[src/rtl/pwm_dac_pkg.sv]
// Shared definitions for the multi-channel PWM DAC: mode and direction
// encodings plus the full-scale duty helper.
package pwm_dac_pkg;

  typedef enum logic {EDGE = 1'b0, CENTER = 1'b1} mode_e;
  typedef enum logic {UP = 1'b0, DOWN = 1'b1} dir_e;

  function automatic int unsigned pwm_max(input int unsigned width);
    return (32'd1 << width) - 32'd1;
  endfunction

endpackage

[src/rtl/pwm_dac_chan.sv]
// One PWM channel: shadow/active duty pair, comparator against the shared
// counter, and the registered output.
module pwm_dac_chan
  import pwm_dac_pkg::*;
#(
  parameter int unsigned WIDTH = 8
) (
  input  logic             clk,
  input  logic             rst_n,
  input  logic             i_enable,
  input  logic             i_bound,
  input  logic             i_mode,
  input  logic [WIDTH-1:0] i_cnt,
  input  logic             i_wr,
  input  logic [WIDTH-1:0] i_wr_data,
  output logic             o_pwm
);

  localparam logic [WIDTH-1:0] FULL = WIDTH'(pwm_max(WIDTH));

  logic [WIDTH-1:0] r_shadow;
  logic [WIDTH-1:0] r_active;
  logic             r_pwm;
  logic [WIDTH-1:0] w_duty;
  logic             w_hit;

  // On the boundary cycle the comparator already sees the committing shadow
  // value, so the first cycle of a period never uses the stale duty.
  always_comb begin
    w_duty = i_bound ? r_shadow : r_active;
    if (mode_e'(i_mode) == CENTER) w_hit = (i_cnt >= (FULL - w_duty));
    else                           w_hit = (i_cnt < w_duty);
  end

  always_ff @(posedge clk or negedge rst_n) begin
    if (!rst_n) begin
      r_shadow <= '0;
      r_active <= '0;
      r_pwm    <= 1'b0;
    end else begin
      if (i_wr)    r_shadow <= i_wr_data;
      if (i_bound) r_active <= r_shadow;
      r_pwm <= i_enable & w_hit;
    end
  end

  assign o_pwm = r_pwm;

endmodule

[src/rtl/pwm_dac_mc.sv]
// Multi-channel PWM DAC: shared edge/center-aligned counter, period boundary
// detection with atomic duty/mode commit, and write decode to the channels.
module pwm_dac_mc
  import pwm_dac_pkg::*;
#(
  parameter  int unsigned WIDTH    = 8,
  parameter  int unsigned CHANNELS = 4,
  localparam int unsigned CHW      = (CHANNELS > 1) ? $clog2(CHANNELS) : 1
) (
  input  logic                clk,
  input  logic                rst_n,
  input  logic                enable,
  input  logic                center_mode,
  input  logic                wr_en,
  input  logic [CHW-1:0]      wr_ch,
  input  logic [WIDTH-1:0]    wr_data,
  output logic [CHANNELS-1:0] pwm_out,
  output logic                period_start
);

  localparam logic [WIDTH-1:0] LAST = WIDTH'(pwm_max(WIDTH) - 1);

  logic [WIDTH-1:0] r_cnt;
  dir_e             r_dir;
  mode_e            r_mode;
  logic             r_restart;
  logic             r_ps;

  logic [WIDTH-1:0] w_cnt;
  dir_e             w_dir;
  mode_e            w_mode;
  logic             w_bound;
  logic [WIDTH-1:0] w_cnt_nxt;
  dir_e             w_dir_nxt;

  // The frozen count is kept while disabled; r_restart makes the first
  // enabled cycle behave as cnt=0/up without rewriting the frozen value.
  always_comb begin
    w_cnt     = r_restart ? '0 : r_cnt;
    w_dir     = r_restart ? UP : r_dir;
    w_bound   = enable && (w_cnt == '0) && (w_dir == UP);
    w_mode    = w_bound ? mode_e'(center_mode) : r_mode;
    w_cnt_nxt = r_cnt;
    w_dir_nxt = r_dir;
    if (enable) begin
      if (w_mode == EDGE) begin
        w_dir_nxt = UP;
        w_cnt_nxt = (w_cnt == LAST) ? '0 : w_cnt + 1'b1;
      end else if (w_dir == UP) begin
        w_cnt_nxt = (w_cnt == LAST) ? w_cnt : w_cnt + 1'b1;
        w_dir_nxt = (w_cnt == LAST) ? DOWN : UP;
      end else begin
        w_cnt_nxt = (w_cnt == '0) ? w_cnt : w_cnt - 1'b1;
        w_dir_nxt = (w_cnt == '0) ? UP : DOWN;
      end
    end
  end

  always_ff @(posedge clk or negedge rst_n) begin
    if (!rst_n) begin
      r_cnt     <= '0;
      r_dir     <= UP;
      r_mode    <= EDGE;
      r_restart <= 1'b0;
      r_ps      <= 1'b0;
    end else begin
      r_cnt     <= w_cnt_nxt;
      r_dir     <= w_dir_nxt;
      r_mode    <= w_mode;
      r_restart <= !enable;
      r_ps      <= w_bound;
    end
  end

  assign period_start = r_ps;

  for (genvar g = 0; g < int'(CHANNELS); g++) begin : g_chan
    localparam logic [CHW-1:0] IDX = CHW'(g);
    logic w_wr;
    assign w_wr = wr_en && (wr_ch == IDX);

    pwm_dac_chan #(.WIDTH(WIDTH)) u_chan (
      .clk       (clk),
      .rst_n     (rst_n),
      .i_enable  (enable),
      .i_bound   (w_bound),
      .i_mode    (w_mode),
      .i_cnt     (w_cnt),
      .i_wr      (w_wr),
      .i_wr_data (wr_data),
      .o_pwm     (pwm_out[g])
    );
  end

endmodule

[config.mk]
export PLATFORM = sky130hd
export DESIGN_NAME = pwm_dac_mc
export DESIGN_NICKNAME = d
export VERILOG_FILES = /design/src/rtl/pwm_dac_pkg.sv /design/src/rtl/pwm_dac_chan.sv /design/src/rtl/pwm_dac_mc.sv
export SDC_FILE = /design/constraint.sdc
export NUM_CORES = 1
export LEC_CHECK = 0
export BUFFER_PORTS_ARGS = -buffer_cell sky130_fd_sc_hd__buf_2
export CORE_ASPECT_RATIO = 1.25
export CORE_MARGIN = 5
export CORE_UTILIZATION = 56
export CTS_CLUSTER_DIAMETER = 30
export DETAILED_ROUTE_END_ITERATION = 8
export PLACE_DENSITY_LB_ADDON = 0.05
export SLEW_MARGIN = 40
export SYNTH_ARGS = -nofsm -noshare
export SYNTH_HDL_FRONTEND = slang
export SYNTH_SLANG_ARGS = --single-unit
[constraint.sdc]
create_clock -name clk -period 3.7 [get_ports clk]
set_input_delay 0.37 -clock clk [delete_from_list [all_inputs] [get_ports clk]]
set_output_delay 0.37 -clock clk [all_outputs]
set_load 0.02 [all_outputs]
---- Word level (Yosys, flattened, before mapping) ----
Cells that the tools add are included.
word-level totals
  input port bits ......................... 15
  word-level logic and storage cells ...... 69
  output and inout port bits .............. 5
  register bits after elaboration ......... 80
operators by class
  bitwise gates (word level) .............. 5
  equal/unequal tests ..................... 4
  multiplexer cells ....................... 20
  $add $sub $neg .......................... 6
  reduce and logical (&&, ||, !) cells .... 9
  magnitude comparators ................... 8
operator list
  kind                                               number
  2-to-1 mux 8 bit                                   10
  greater-or-equal comparator 8 bit                  4
  less-than comparator 8 bit                         4
  subtractor 8 bit (first input constant)            4
  2-to-1 mux 1 bit                                   10
  adder 8 x 1 -> 8 bit (second input constant)       1
  == test 8 bit (second input constant)              1
  zero test 8 bit                                    1
  subtractor 8 x 1 -> 8 bit (second input constant)  1
  logical AND 1 bit                                  6
  bitwise AND 1 bit                                  4
  == test 2 bit (second input constant)              2
  == test 2 x 1 -> 1 bit (second input constant)     1
  zero test 2 bit                                    1
  zero test 1 bit                                    1
  inverter 1 bit                                     1

---- Logic depth before layout (Yosys ltp) ----
  word-level depth ........................ 9
  depth in mapped cells ................... 17

---- Hierarchy ----
A second synthesis with hierarchy kept.
second synthesis, totals
  cells, all modules ...................... 484
  area total of the unflattened synthesis .. 5129.9 µm²
by module, submodules not included
  module                                times used  seq. area each (µm²)  cells an instance  area an instance (µm²)
  pwm_dac_chan at g_chan[0].u_chan ...  2           425.4                 86                 1017.2
  pwm_dac_mc                            1           300.3                 142                1078.5
  pwm_dac_chan at g_chan[3].u_chan      1           425.4                 86                 1014.7
  pwm_dac_chan at g_chan[1].u_chan      1           425.4                 84                 1002.2

---- Worst setup path before layout ----
No wires, ideal clock.
  kind .................................... reg2reg
  start ................................... reg r_restart
  end ..................................... reg g_chan[1].u_chan.r_pwm
  setup slack ............................. 131 ps
  path buffers ............................ 3
  period minus slack after synthesis ...... 3569 ps
  data arrival time ....................... 3429 ps
  cell stages (with the launch flop) ...... 17
  cells stage by stage .................... dfrtp_1 > clkbuf_1 > nand2b_1 > ha_1 > o21ai_1 > or2_1 > buf_6 > inv_2 > buf_2 > mux2_1 > ha_1 > nand2_1 > nand2_1 > nor4_1 > o211ai_1 > a2111oi_0 > a211oi_1
on the way
  longest elaborated chain between the ends .. 9
  elaborated cells on any way between the ends .. 13
  those cells by class .................... 1 x add/sub; 2 x order compare; 5 x mux; 2 x bitwise; 3 x reduce/logical
RTL lines
  what                               line                RTL
  start: declaration                 pwm_dac_mc.sv:26    logic r_restart;
  start signal: assignment           pwm_dac_mc.sv:70    r_restart <= !enable;
  2-to-1 mux 8 bit                   pwm_dac_mc.sv:39    w_cnt = r_restart ? '0 : r_cnt;
  zero test 8 bit                    pwm_dac_mc.sv:41    w_bound = enable && (w_cnt == '0) && (w_dir == UP);
  logical AND 1 bit                  pwm_dac_mc.sv:41
  logical AND 1 bit (*)              pwm_dac_mc.sv:41
  via g_chan[0].u_chan.i_bound       pwm_dac_chan.sv:11  input logic i_bound,
  2-to-1 mux 8 bit (*)               -
  via g_chan[1].u_chan.w_duty[3]     pwm_dac_chan.sv:24  logic [WIDTH-1:0] w_duty;
  subtractor 8 bit                   pwm_dac_chan.sv:31  if (mode_e'(i_mode) == CENTER) w_hit = (i_cnt >= (FULL - w_duty));
  greater-or-equal comparator 8 bit  pwm_dac_chan.sv:31
  2-to-1 mux 1 bit (*)               pwm_dac_chan.sv:31
  bitwise AND 1 bit (*)              pwm_dac_chan.sv:43  r_pwm <= i_enable & w_hit;
  end signal: assignment             pwm_dac_chan.sv:43
  end: declaration                   pwm_dac_chan.sv:23  logic r_pwm;
The timed path passes the listed nets; every way through them passes the cells marked *.
A chain may end at the register's enable or synchronous reset.

---- Final worst setup path ----
  start ................................... reg r_cnt[2]
  end ..................................... reg g_chan[3].u_chan.r_pwm
on the way
  longest elaborated chain between the ends .. 9
  elaborated cells on any way between the ends .. 11
  those cells by class .................... 1 x add/sub; 2 x order compare; 4 x mux; 1 x bitwise; 3 x reduce/logical
RTL lines
  what                                line                RTL
  start: declaration                  pwm_dac_mc.sv:23    logic [WIDTH-1:0] r_cnt;
  start signal: assignment            pwm_dac_mc.sv:67    r_cnt <= w_cnt_nxt;
  2-to-1 mux 8 bit (*)                pwm_dac_mc.sv:39
  zero test 8 bit (*)                 pwm_dac_mc.sv:41
  logical AND 1 bit (*) (2 in a row)  pwm_dac_mc.sv:41
  2-to-1 mux 8 bit (*)                -
  via g_chan[3].u_chan.w_duty[1]      pwm_dac_chan.sv:24
  subtractor 8 bit                    pwm_dac_chan.sv:31
  greater-or-equal comparator 8 bit   pwm_dac_chan.sv:31
  2-to-1 mux 1 bit (*)                pwm_dac_chan.sv:31
  bitwise AND 1 bit (*)               pwm_dac_chan.sv:43
  end signal: assignment              pwm_dac_chan.sv:43
  end: declaration                    pwm_dac_chan.sv:23
Marked as above.

==> impl_results.md <==
- Antenna-violating nets left: 0
- Cts hold-fix bufs: 0
- Post-CTS setup repair buffer count: 0
- Detailed Route Iter0 Violations: 123
- Std cell rows: 38
- Clk sinks: 80
- Final WL: 11.5 mm
- Delay-heaviest family, CP: compound AO/OA/AOI/OAI gates
- DIE WIDTH: 95 um
- Syn. warnings: 0
- Post-synth net total: 552
- WL per Instance: 18.5 um
- Slew HR: 53.4%
- Vias in the first global route: 3,713
- Synthesized cell area: 5060 um2
- FF+latch count, synth: 80
- Slowest cell delay on critical path: 0.49 ns
- Fin. max-slew vios: 0
- Max clock buf depth: 2
- Core Box Area: 8750 um2
- Total power density per cell area: 607 nW/um2
- Share of cells above drive strength 1: 21.2%
- Num ports: 20
- H-tree levels: 3
- EDFF count, synth: 0
- Slowest-stage cell, CP: dfrtp_1
- Global-route wire length before repair: 19.1 mm
- Commonest non-fill, non-tap cell in the layout: dfrtp_1
- Worst skew pair latency: 0.36 ns
- Number of port buffers: 19
- # fillers: 743
- Tot GR Track Use: 23.2%
- Final period utilization: 91.8%
- Worst setup SP type: register
- Largest cells by area after synthesis: dfrtp_1, ha_1, mux2_2
- # resized after CTS: 0
- Post-route DRC: 0
- Max_cap viols: 0
- Clk_skew: 0.0109 ns
- Cell chain of the critical path: nor4_4 > o21ai_1 > or2_1 > inv_4 > buf_4 > mux2_2 > ha_1 > o21bai_1 > a21oi_1 > o21bai_1 > a211oi_1 > o21ai_0 > a221oi_2
- Cells after synthesis: 468
- Setup TNS: 0 ns
- Setup violators final: 0
- Initial core utilization: 57.8%
- Fin nets: 581
- Area leader, netlist: dfrtp_1
- CP arrival: 3.67 ns
- Largest net degree at the start of global routing: 81
- Synth unique cells: 54
- Seq/Total Area, Yosys: 39.6%
- Antenna cell count: 0
- Worst endpoint required time: 3.97 ns
- CTS Root Cell: clkbuf_8
- CP max FO: 15
- Die footprint: 11,000 um2
- DR vias/cell: 5.69
- Type of the worst setup path: reg2reg
- Final Hold Fails: 0
- Initial antenna violation count: 0
- Crit path top cell by count: o21bai_1
- Worst-Margin Slew: 0.692 ns
- DR WL met2: 5.67 mm
- Worst hold-check path type: in2async
- Mean post-synth cell area: 10.8 um2
- Maximum VDD drop: 0.309 mV
- CTS tree: built
- P_leak: 2.72 nW
- Placer's final routability congestion estimate: 0.897
- DRT Pass-1 Iters: 4
- Post-synth top area share: 39.6%
- RSZ-0062 raised after global routing: no
- Crit. End Element: register
- Most frequent cells in the layout: dfrtp_1, ha_1, mux2_2
- Total CTS buffers: 9
- Top sig layer: met4
- Vias after detailed routing: 3,528
- GRT overflow: 0
- Post-synth ARST share: 100%
- Clock-pin slew on the worst setup and hold paths: 0.08 ns
- Fin crit period: 3.40 ns
- Status: finished clean
- Hold WS: 0.0346 ns
- Met3 wire len: 324 um
- Buf+Inv Stages, Crit Path: 2
- Metal-1 WL: 5.10 mm
- Die height: 116 um
- Synth-to-Final Area Change: 9.38%
- Fmax: 295 MHz
- Post-synth top flop: dfrtp_1
- Post-DP HPWL: 8.31 mm
[registers in the layout, summed over array words and instances, names as in the netlist]
| register | cells |
|---|---|
| g_chan.u_chan.o_pwm | 4 |
| g_chan.u_chan.r_active | 32 |
| g_chan.u_chan.r_shadow | 32 |
| period_start | 1 |
| r_cnt | 8 |
| r_dir | 1 |
| r_mode | 1 |
| r_restart | 1 |
[per-stage QoR]
stage	util (%)	cells	total power [mW]	area [um2]	worst slack, ns
2_1_floorplan	-	468	2.35	5060	0.131
3_3_place_gp	60.9	606	2.66	5330	0.351
3_5_place_dp	61.0	606	2.72	5330	0.230
4_1_cts	63.2	620	3.38	5530	0.191
5_1_grt	63.2	620	3.64	5530	0.0158
6_report	63.2	620	3.36	5530	0.305
[final cells by class]
type                            count  area [um2]  share of cell area, %
Multi-Input combinational cell    328        2790                   50.5
Sequential cell                    80        2000                   36.2
Timing Repair Buffer               36         231                   4.18
Inverter                           42         160                   2.90
Clock buffer                       11         151                   2.74
Tap cell                          120         150                   2.71
Clock inverter                      3        42.5                  0.769
[per-layer routing]
metal  vias up  GRT usage (%)
li1       1714              -
met1      1716           28.7
met2        70           39.8
met3        28           2.58
met4         0           12.1
met5         -              0
[power breakdown]
part	leakage, nW	total (mW)	internal, mW	switching, mW
sequential	0.965	1.27	1.15	0.115
clock	0.0973	0.654	0.340	0.314
combinational	1.66	1.44	0.617	0.819
total	2.72	3.36	2.11	1.25
[logic make-up (layout without fill, tap and decap cells)]
logic type | count (synthesis) | in the layout | synth area share, %
DFF | 80 | 80 | 39.6
buffers and inverters | 60 | 92 | 5.17
AOI/OAI and AO/OA | 90 | 90 | 11.3
adders and majority gates | 69 | 69 | 17.1
and+or+nand+nor | 93 | 93 | 10.3
muxes | 69 | 69 | 15.3
xor gates and xnor gates | 7 | 7 | 1.21
[synthesized netlist by cell type (all sizes together), types with 2 or more instances]
| cell | count |
|---|---|
| nand3 | 11 |
| a211o | 2 |
| mux2i | 11 |
| dfrtp | 80 |
| nand3b | 3 |
| nor2b | 8 |
| nor2 | 20 |
| nor3 | 6 |
| a2111oi | 2 |
| clkbuf | 7 |
| o21bai | 9 |
| a21oi | 27 |
| nand4 | 4 |
| and4 | 3 |
| a31oi | 2 |
| nand2b | 8 |
| or3 | 2 |
| nor4 | 4 |
| and2 | 2 |
| and3 | 2 |
| a221oi | 3 |
| o211ai | 5 |
| o21ai | 25 |
| inv | 41 |
| o31ai | 3 |
| ha | 69 |
| nor4bb | 2 |
| mux2 | 58 |
| buf | 11 |
| xor2 | 4 |
| a211oi | 4 |
| xnor2 | 3 |
| nand2 | 13 |
| a21o | 2 |
[path summary, 6_finish.rpt]
path | from | end | slack (ns) | cells after the start
worst min register to register | g_chan[0].u_chan.r_shadow[5] | g_chan[0].u_chan.r_shadow[5] | 0.51 | 1
worst min-delay path | rst_n | g_chan[2].u_chan.r_active[4] | 0.03 | 1
worst max register to register | r_cnt[2] | g_chan[3].u_chan.o_pwm | 0.30 | 13
min in group clk | wr_data[2] | g_chan[3].u_chan.r_shadow[2] | 0.31 | 2
max in group asynchronous | rst_n | r_restart | 3.22 | 1
worst max-delay path | r_cnt[2] | g_chan[3].u_chan.o_pwm | 0.30 | 13
Note: power is estimated with default switching activity, not from simulation.
